`src/rtl/neuron_mac_seq_if.sv`:
```
// Handshake bundle for the serial neuron: input vector, weight-bank
// write port and result stream.
interface neuron_mac_seq_if #(
    parameter int N_IN = 5,
    parameter int DW   = 8,
    parameter int WW   = 8
);
    localparam int AW = $clog2(N_IN + 1);

    logic                 in_valid;
    logic                 in_ready;
    logic [N_IN*DW-1:0]   in_data;
    logic                 w_wr_en;
    logic [AW-1:0]        w_wr_addr;
    logic [DW+WW-1:0]     w_wr_data;
    logic                 w_wr_err;
    logic                 out_valid;
    logic                 out_ready;
    logic [DW-1:0]        out_data;
    logic                 sat_flag;

    modport master (
        output in_valid, in_data, w_wr_en, w_wr_addr, w_wr_data, out_ready,
        input  in_ready, w_wr_err, out_valid, out_data, sat_flag
    );

    modport slave (
        input  in_valid, in_data, w_wr_en, w_wr_addr, w_wr_data, out_ready,
        output in_ready, w_wr_err, out_valid, out_data, sat_flag
    );
endinterface

```
`src/rtl/neuron_mac_seq.sv`:
```
// Time-multiplexed neuron: one signed MAC walks N_IN activations, then
// shift, optional ReLU and saturation produce the output word.
module neuron_mac_seq #(
    parameter int N_IN  = 5,
    parameter int DW    = 8,
    parameter int WW    = 8,
    parameter int SHIFT = 6,
    parameter int RELU  = 1
) (
    input  logic             clk,
    input  logic             reset,
    neuron_mac_seq_if.slave  bus
);
    localparam int AW    = $clog2(N_IN + 1);
    localparam int ACC_W = DW + WW + AW;

    localparam logic signed [ACC_W-1:0] MAXV =
        {{(ACC_W-DW+1){1'b0}}, {(DW-1){1'b1}}};
    localparam logic signed [ACC_W-1:0] MINV =
        {{(ACC_W-DW+1){1'b1}}, {(DW-1){1'b0}}};

    typedef enum logic [1:0] {IDLE, MAC, POST, OUT} state_t;

    state_t state, state_nx;

    logic signed [DW-1:0]    x    [N_IN];
    logic signed [WW-1:0]    w    [N_IN];
    logic signed [WW-1:0]    wl   [N_IN];
    logic signed [ACC_W-1:0] bias;
    logic signed [ACC_W-1:0] acc;
    logic signed [ACC_W-1:0] xs;
    logic signed [ACC_W-1:0] ws;
    logic signed [ACC_W-1:0] prod;
    logic signed [ACC_W-1:0] r;
    logic [AW-1:0]           idx;
    logic                    last;
    logic                    wr_ok;
    logic                    wr_bad;
    logic [DW-1:0]           res;
    logic                    res_sat;
    logic                    out_valid;
    logic [DW-1:0]           out_data;
    logic                    sat_flag;
    logic                    w_wr_err;

    assign bus.in_ready  = (state == IDLE);
    assign bus.out_valid = out_valid;
    assign bus.out_data  = out_data;
    assign bus.sat_flag  = sat_flag;
    assign bus.w_wr_err  = w_wr_err;

    assign last   = (idx == AW'(N_IN - 1));
    assign wr_ok  = bus.w_wr_en && (state == IDLE) &&
                    (bus.w_wr_addr <= AW'(N_IN));
    assign wr_bad = bus.w_wr_en && !wr_ok;

    always_ff @(posedge clk or negedge reset) begin
        if (!reset) state <= IDLE;
        else        state <= state_nx;
    end

    always_comb begin
        state_nx = state;
        unique case (state)
            IDLE: if (bus.in_valid)  state_nx = MAC;
            MAC:  if (last)          state_nx = POST;
            POST:                    state_nx = OUT;
            OUT:  if (bus.out_ready) state_nx = IDLE;
            default:                 state_nx = IDLE;
        endcase
    end

    always_comb begin
        xs   = {{(ACC_W-DW){x[idx][DW-1]}}, x[idx]};
        ws   = {{(ACC_W-WW){wl[idx][WW-1]}}, wl[idx]};
        prod = xs * ws;
    end

    // Arithmetic shift floors toward -inf; ReLU wins over clamping.
    always_comb begin
        r       = acc >>> SHIFT;
        res     = r[DW-1:0];
        res_sat = 1'b0;
        if (RELU != 0 && r[ACC_W-1]) begin
            res = '0;
        end else if (r > MAXV) begin
            res     = MAXV[DW-1:0];
            res_sat = 1'b1;
        end else if (r < MINV) begin
            res     = MINV[DW-1:0];
            res_sat = 1'b1;
        end
    end

    always_ff @(posedge clk or negedge reset) begin
        if (!reset) begin
            for (int i = 0; i < N_IN; i++) begin
                x[i]  <= '0;
                w[i]  <= '0;
                wl[i] <= '0;
            end
            bias      <= '0;
            acc       <= '0;
            idx       <= '0;
            out_valid <= 1'b0;
            out_data  <= '0;
            sat_flag  <= 1'b0;
            w_wr_err  <= 1'b0;
        end else begin
            w_wr_err <= wr_bad;
            if (wr_ok) begin
                if (bus.w_wr_addr == AW'(N_IN))
                    bias <= {{(ACC_W-DW-WW){bus.w_wr_data[DW+WW-1]}},
                             bus.w_wr_data};
                else
                    w[bus.w_wr_addr] <= bus.w_wr_data[WW-1:0];
            end
            unique case (state)
                IDLE: begin
                    // Snapshot the bank so a same-cycle write cannot leak in.
                    if (bus.in_valid) begin
                        for (int i = 0; i < N_IN; i++) begin
                            x[i]  <= bus.in_data[i*DW +: DW];
                            wl[i] <= w[i];
                        end
                        acc <= bias;
                        idx <= '0;
                    end
                end
                MAC: begin
                    acc <= acc + prod;
                    idx <= last ? '0 : idx + 1'b1;
                end
                POST: begin
                    out_valid <= 1'b1;
                    out_data  <= res;
                    sat_flag  <= res_sat;
                end
                OUT: begin
                    if (bus.out_ready) out_valid <= 1'b0;
                end
                default: ;
            endcase
        end
    end
endmodule

```
`src/flat_wrapper.sv`:
```
// flat-port wrapper written by rule: the top's interface ports become plain ports
module neuron_mac_seq_flat 
#(
    parameter int N_IN  = 5,
    parameter int DW    = 8,
    parameter int WW    = 8,
    parameter int SHIFT = 6,
    parameter int RELU  = 1
)
  (clk, reset, bus_in_valid, bus_in_data, bus_w_wr_en, bus_w_wr_addr, bus_w_wr_data, bus_out_ready, bus_in_ready, bus_w_wr_err, bus_out_valid, bus_out_data, bus_sat_flag);
  neuron_mac_seq_if #(.N_IN(N_IN), .DW(DW), .WW(WW)) bus_i ();
  input  logic clk;
  input  logic reset;
  input wire logic [$bits(bus_i.in_valid)-1:0] bus_in_valid;
  input wire logic [$bits(bus_i.in_data)-1:0] bus_in_data;
  input wire logic [$bits(bus_i.w_wr_en)-1:0] bus_w_wr_en;
  input wire logic [$bits(bus_i.w_wr_addr)-1:0] bus_w_wr_addr;
  input wire logic [$bits(bus_i.w_wr_data)-1:0] bus_w_wr_data;
  input wire logic [$bits(bus_i.out_ready)-1:0] bus_out_ready;
  output wire logic [$bits(bus_i.in_ready)-1:0] bus_in_ready;
  output wire logic [$bits(bus_i.w_wr_err)-1:0] bus_w_wr_err;
  output wire logic [$bits(bus_i.out_valid)-1:0] bus_out_valid;
  output wire logic [$bits(bus_i.out_data)-1:0] bus_out_data;
  output wire logic [$bits(bus_i.sat_flag)-1:0] bus_sat_flag;
  assign bus_i.in_valid = bus_in_valid;
  assign bus_i.in_data = bus_in_data;
  assign bus_i.w_wr_en = bus_w_wr_en;
  assign bus_i.w_wr_addr = bus_w_wr_addr;
  assign bus_i.w_wr_data = bus_w_wr_data;
  assign bus_i.out_ready = bus_out_ready;
  assign bus_in_ready = bus_i.in_ready;
  assign bus_w_wr_err = bus_i.w_wr_err;
  assign bus_out_valid = bus_i.out_valid;
  assign bus_out_data = bus_i.out_data;
  assign bus_sat_flag = bus_i.sat_flag;
  neuron_mac_seq #(.N_IN(N_IN), .DW(DW), .WW(WW), .SHIFT(SHIFT), .RELU(RELU)) u_core (.clk(clk), .reset(reset), .bus(bus_i));
endmodule
```
`config.mk`:
```
export PLATFORM = sky130hd
export DESIGN_NAME = neuron_mac_seq_flat
export DESIGN_NICKNAME = d
export VERILOG_FILES = /design/src/rtl/neuron_mac_seq_if.sv /design/src/rtl/neuron_mac_seq.sv /design/src/flat_wrapper.sv
export SDC_FILE = /design/constraint.sdc
export NUM_CORES = 1
export LEC_CHECK = 0
export CORE_ASPECT_RATIO = 0.5
export CORE_MARGIN = 1.5
export CORE_UTILIZATION = 60
export CTS_BUF_LIST = sky130_fd_sc_hd__clkbuf_4 sky130_fd_sc_hd__clkbuf_8
export DETAILED_ROUTE_END_ITERATION = 16
export PLACE_DENSITY = 0.81
export SETUP_SLACK_MARGIN = 0.15
export SYNTH_ARGS = -nofsm -noshare
export SYNTH_HDL_FRONTEND = slang
export SYNTH_SLANG_ARGS = --single-unit
```
`constraint.sdc`:
```
create_clock -name clk -period 7.15 [get_ports clk]
set_clock_uncertainty 0.2 [all_clocks]
set_input_delay 1.0725 -clock clk [delete_from_list [all_inputs] [get_ports clk]]
set_output_delay 1.0725 -clock clk [all_outputs]
set_load 0.01 [all_outputs]
```
-- Word-level counts from Yosys, hierarchy flattened
Index checks and enable logic that the tools add are counted.
W data, S select, Z words.
- add/subtract/negate cells: 2
- multipliers: 1
- magnitude comparators: 6
- eq/ne operators: 8
- mux-type cells: 26
- bitwise logic cells: 3
- reduce and logical (&&, ||, !) cells: 14
- operator list (operator ; number):
    $mux W8 ; 8
    $bmux W8 S3 ; 2
    $bwmux W40 ; 1
    $pmux W19 S2 ; 1
    $demux W8 S3 ; 1
    $add A19 B16 Y19 ; 1
    $mux W19 ; 1
    $mul A8 B8 Y16 ; 1
    $gt A13 B8 Y1 const B ; 1
    $lt A13 B8 Y1 const B ; 1
    $reduce_and A2 Y1 ; 5
    $ge A4 B4 Y1 const B ; 2
    $not A3 Y4 ; 2
    $pmux W2 S4 ; 1
    $eq A3 B3 Y1 const B ; 2
    $mux W2 ; 3
    $mux W3 ; 2
    $pmux W3 S2 ; 1
    $eq A2 B2 Y1 const B ; 2
    $logic_and A1 B1 Y1 ; 4
    $lt A4 B1 Y1 const B ; 1
    $mux W1 ; 4
    $ne A2 B2 Y1 const B ; 2
    $reduce_bool A2 Y1 ; 2
    other kinds (9) ; 9
- register bits: 171
- input port bits: 64
- output and inout bits: 12

-- Depth between registers and ports, before layout
- depth in word-level cells: 7
- gate-level depth with buffers: 24

-- Least setup slack after synthesis
OpenSTA, ideal clock, no wires.
- path kind: reg2reg
- from: reg u_core.idx[0]
- to: reg u_core.acc[17]
- data arrival time: 6081 ps
- required time: 6824 ps
- path slack: 743 ps
- stages on the path, launching flop included: 21
- cell sequence: dfrtp_1 -> buf_6 -> nor3_4 -> buf_4 -> a22o_1 -> nor2b_1 -> fa_1 -> inv_1 -> fa_1 -> inv_1 -> fa_1 -> fa_1 -> ha_1 -> ha_1 -> clkbuf_1 -> a21o_1 -> a31o_1 -> a21o_1 -> o32ai_2 -> xor2_1 -> a21oi_1
- word-level cells in the longest chain between the ends: 7
- elaborated cells on any way between the ends: 10
- those cells by class: add/sub: 1; mul: 1; mux: 7; bitwise: 1
- RTL lines (item ; RTL line ; source):
    start: declaration ; neuron_mac_seq.sv:35 ; logic [AW-1:0] idx;
    start signal: assignment ; neuron_mac_seq.sv:132 ; idx <= last ? '0 : idx + 1'b1;
    $not A3 Y4 (implied by the code) (*) ; neuron_mac_seq.sv:74, neuron_mac_seq.sv:75 ;
    $bmux W8 S3 (on tied branches) ; neuron_mac_seq.sv:74, neuron_mac_seq.sv:75 ;
    $mux W8 (on tied branches) (2 in series) ; neuron_mac_seq.sv:74, neuron_mac_seq.sv:75 ;
    $mul A8 B8 Y16 (*) ; neuron_mac_seq.sv:76 ; prod = xs * ws;
    $add A19 B16 Y19 (*) ; neuron_mac_seq.sv:131 ; acc <= acc + prod;
    $pmux W19 S2 (*) ; neuron_mac_seq.sv:118 ; unique case (state)
    end signal: assignment ; neuron_mac_seq.sv:126 ; acc <= bias;
    end signal: assignment ; neuron_mac_seq.sv:131 ;
    end: declaration ; neuron_mac_seq.sv:30 ; logic signed [ACC_W-1:0] acc;
Mark *: on every way between the ends. The rest lies on a longest branch, timed or not. The select of a mux whose other input is x is not followed.
A chain may end at the register's enable or synchronous reset.

-- Worst setup path in the final report
Same ends and word-level chain as after synthesis.

==> out/qor.csv <==
stage;metric;value;unit
run_status;status;finished, final reports clean;
logic_synthesis;Synth top area share;0.3946;
global_routing;antenna violations before repair;0;
detailed_routing;vias per inst;5.801;
floorplan;Initial Util;0.6186;
min_path;hold path endpoint;u_core.wl[14];
placement;IO buf count;75;
floorplan;DIE WIDTH;193.1;um
detailed_routing;DR pass1 iterations;5;
worst_setup_path;CP Capture Type;flop;
worst_setup_path;Arr. time, crit path;6.88;ns
sta;Hold Violations, Final;0;
detailed_routing;routed length per placed instance;20.09;um
detailed_routing;1st-iter DRT viols;481;
logic_synthesis;Seq cells post-synth;171;
global_routing;vias in the first global route;7477;
clocking;CTS hold repair buffers;0;
detailed_routing;Routed Antenna Nets;0;
global_routing;Total GRT Usage;0.2847;
placement;GPL Wtd Cong;0.9174;
clocking;worst skew pair latency;0.50;ns
detailed_routing;DR vias;7118;
worst_setup_path;Setup crit start kind;flop;
floorplan;row count;34;
floorplan;IO Pins;76;
worst_setup_path;reg2reg path depth;16;
logic_synthesis;Post-Syn Area;10840;um2
logic_synthesis;most common cell in the netlist;dfrtp_1;
logic_synthesis;top post-synthesis cells by area;dfrtp_1, fa_1, mux2_2;
placement;Placed Cells;1195;
sta;highest clock rate;0.1495;GHz
worst_setup_path;WS Path Type;flop to flop;
detailed_routing;DR DRC count;0;
logic_synthesis;Synth Flop Type;dfrtp_1;
logic_synthesis;commonest cells in the netlist;dfrtp_1, mux2_2, inv_1;
global_routing;largest net degree at the start of global routing;107;
clocking;cts bufs inserted;17;
worst_setup_path;Worst Path Required;7.34;ns
logic_synthesis;EDFF count, synth;0;
finish;post-route cell area;12240;um2
sta;Tightest Pin Transition;1.125;ns
sta;RSZ-0062 raised after global routing;no;
clocking;Longest Clk Path Bufs;2;
detailed_routing;Routed WL;24.65;mm
logic_synthesis;post-synthesis cell type count;54;
clocking;clk sink count;171;
logic_synthesis;Syn Inst Count;908;
sta;min Tclk post-route;6.691;ns
logic_synthesis;Seq/Total Area, Yosys;0.3946;
placement;Placed Area;11820;um2
clocking;CTS tree;done;
finish;area grow syn2layout;12.87;%
job;Max Cap Viol;0;
global_routing;first-pass GRT wire length;40.07;mm
global_routing;GRT Residual Overflow;0;
logic_synthesis;Yosys warnings;0;
finish;antenna diode count;0;
worst_setup_path;r2r startpoint;u_core.idx[0];
sta;final number of setup-violating endpoints;0;
sta;Tcrit/Tclk final;0.9358;
floorplan;Die ar.;18940;um2
sta;Slew HR;0.2448;
sta;final slew viol count;0;
clocking;# resized after CTS;0;
clocking;clk slew on worst S/H paths;0.11;ns
worst_setup_path;R2R Setup Slk;0.46;ns
placement;Detail Placement HPWL;18.45;mm
min_path;worst hold start;u_core.w[14];
logic_synthesis;mean area per synthesized cell;11.94;um2
finish;share of cells above drive strength 1;0.2205;
min_path;Worst Hold Class;flop to flop;
logic_synthesis;FFs w/ async S/R, synth;1.000;
finish;post-route insts no fill;1227;
finish;nets@finish;1178;
clocking;Root Driver;clkbuf_8;
floorplan;core area;17530;um2
logic_synthesis;Synthesized Nets;1106;
worst_setup_path;reg-to-reg endpoint;u_core.acc[17];
clocking;number of H-tree levels;4;
min_path;Hold Path Stages;1;
clocking;Post-CTS Setup Inserts;0;
sta;Hold Slack;0.3003;ns
floorplan;Chip Height;98.06;um
worst_setup_path;Worst Path Max Fanout;11;
logic_synthesis;biggest area consumer among synthesized cells;dfrtp_1;
sta;setup TNS;0;ns
==> area by class of cell <==
class / instances / area [um2]
multi-input combinational: 602 / 6036
fill: 1249 / 5289
sequential: 171 / 4279
timing repair buffer: 84 / 819.5
inverter: 104 / 390.4
tap: 234 / 292.8
clock buffer: 18 / 241.5
clock inverter: 14 / 178.9
==> cell usage in the layout, fill, tap and decap left out, types with 8 or more instances in the layout <==
| cell type | Yosys | layout |
|---|---|---|
| clkdlybuf4s50_1 | 0 | 74 |
| clkbuf_8 | 0 | 17 |
| nand2b_1 | 8 | 8 |
| mux4_2 | 11 | 11 |
| nor2_1 | 76 | 76 |
| ha_1 | 50 | 50 |
| mux2_2 | 148 | 148 |
| buf_4 | 1 | 9 |
| mux2i_1 | 17 | 17 |
| nor2b_1 | 11 | 11 |
| inv_1 | 103 | 103 |
| dfrtp_1 | 171 | 171 |
| o21a_1 | 14 | 14 |
| xnor2_1 | 10 | 10 |
| nand2_1 | 44 | 43 |
| a21oi_1 | 26 | 26 |
| fa_1 | 84 | 84 |
| o21ai_0 | 26 | 26 |
==> state kept, by name, summed over array words and instances (netlist names) <==
name and cells:
u_core.w 40, u_core.bias 16, u_core.bus.out_valid 1, u_core.bus.sat_flag 1, u_core.state 2, u_core.bus.out_data 8
u_core.bus.w_wr_err 1, u_core.acc 19, u_core.idx 3, u_core.wl 40, u_core.x 40
==> routing by layer <==
metal	track usage	up-vias	wire length (um)	part of all wire
met3	0.05643	42	1148	0.047
li1	-	3203	-	-
met5	0	-	0	0
met4	0.09349	0	561	0.023
met2	0.4462	189	11700	0.47
met1	0.4024	3684	11240	0.46
==> how the worst max path moves through the flow <==
| stage | start | end | depth (start not counted) |
|---|---|---|---|
| floorplan | u_core.idx[0] | u_core.acc[17] | 20 |
| global placement | u_core.idx[0] | u_core.acc[17] | 17 |
| detailed placement | u_core.idx[0] | u_core.acc[17] | 17 |
| CTS | u_core.idx[0] | u_core.acc[17] | 16 |
| global route | u_core.idx[0] | u_core.acc[17] | 17 |
| finish | u_core.idx[0] | u_core.acc[17] | 16 |
==> critical path, cell delays in order (launching register included) <==
cell and delay, ns:
dfrtp_1 0.86, mux4_2 0.61, a22oi_1 0.61, nand2b_1 0.21
fa_1 0.45, fa_1 0.55, inv_1 0.07, fa_1 0.52
fa_1 0.57, fa_1 0.43, ha_1 0.39, a21o_1 0.18
a21oi_1 0.24, a21oi_1 0.15, o32ai_2 0.29, xor2_1 0.18
a21oi_1 0.08
==> stage by stage <==
stage          utilization  worst slack, ns
5_1_grt             0.6982           0.1795
6_report            0.6982           0.4593
4_1_cts             0.6982           0.4798
3_3_place_gp        0.6743           0.5842
2_1_floorplan            -           0.7431
3_5_place_dp        0.6743           0.5058
==> cells by family after synthesis <==
| group | share of synthesized area |
|---|---|
| mux | 0.1922 |
| flops | 0.3946 |
| simple gates | 0.07120 |
| buf+inv | 0.04939 |
| fa+ha+maj | 0.2128 |
| compound gates | 0.06681 |
| xor+xnor | 0.01292 |
Power is left out: the tool's default activity adds up to more than one toggle a clock period on the data nets, which glitch-free logic cannot reach.
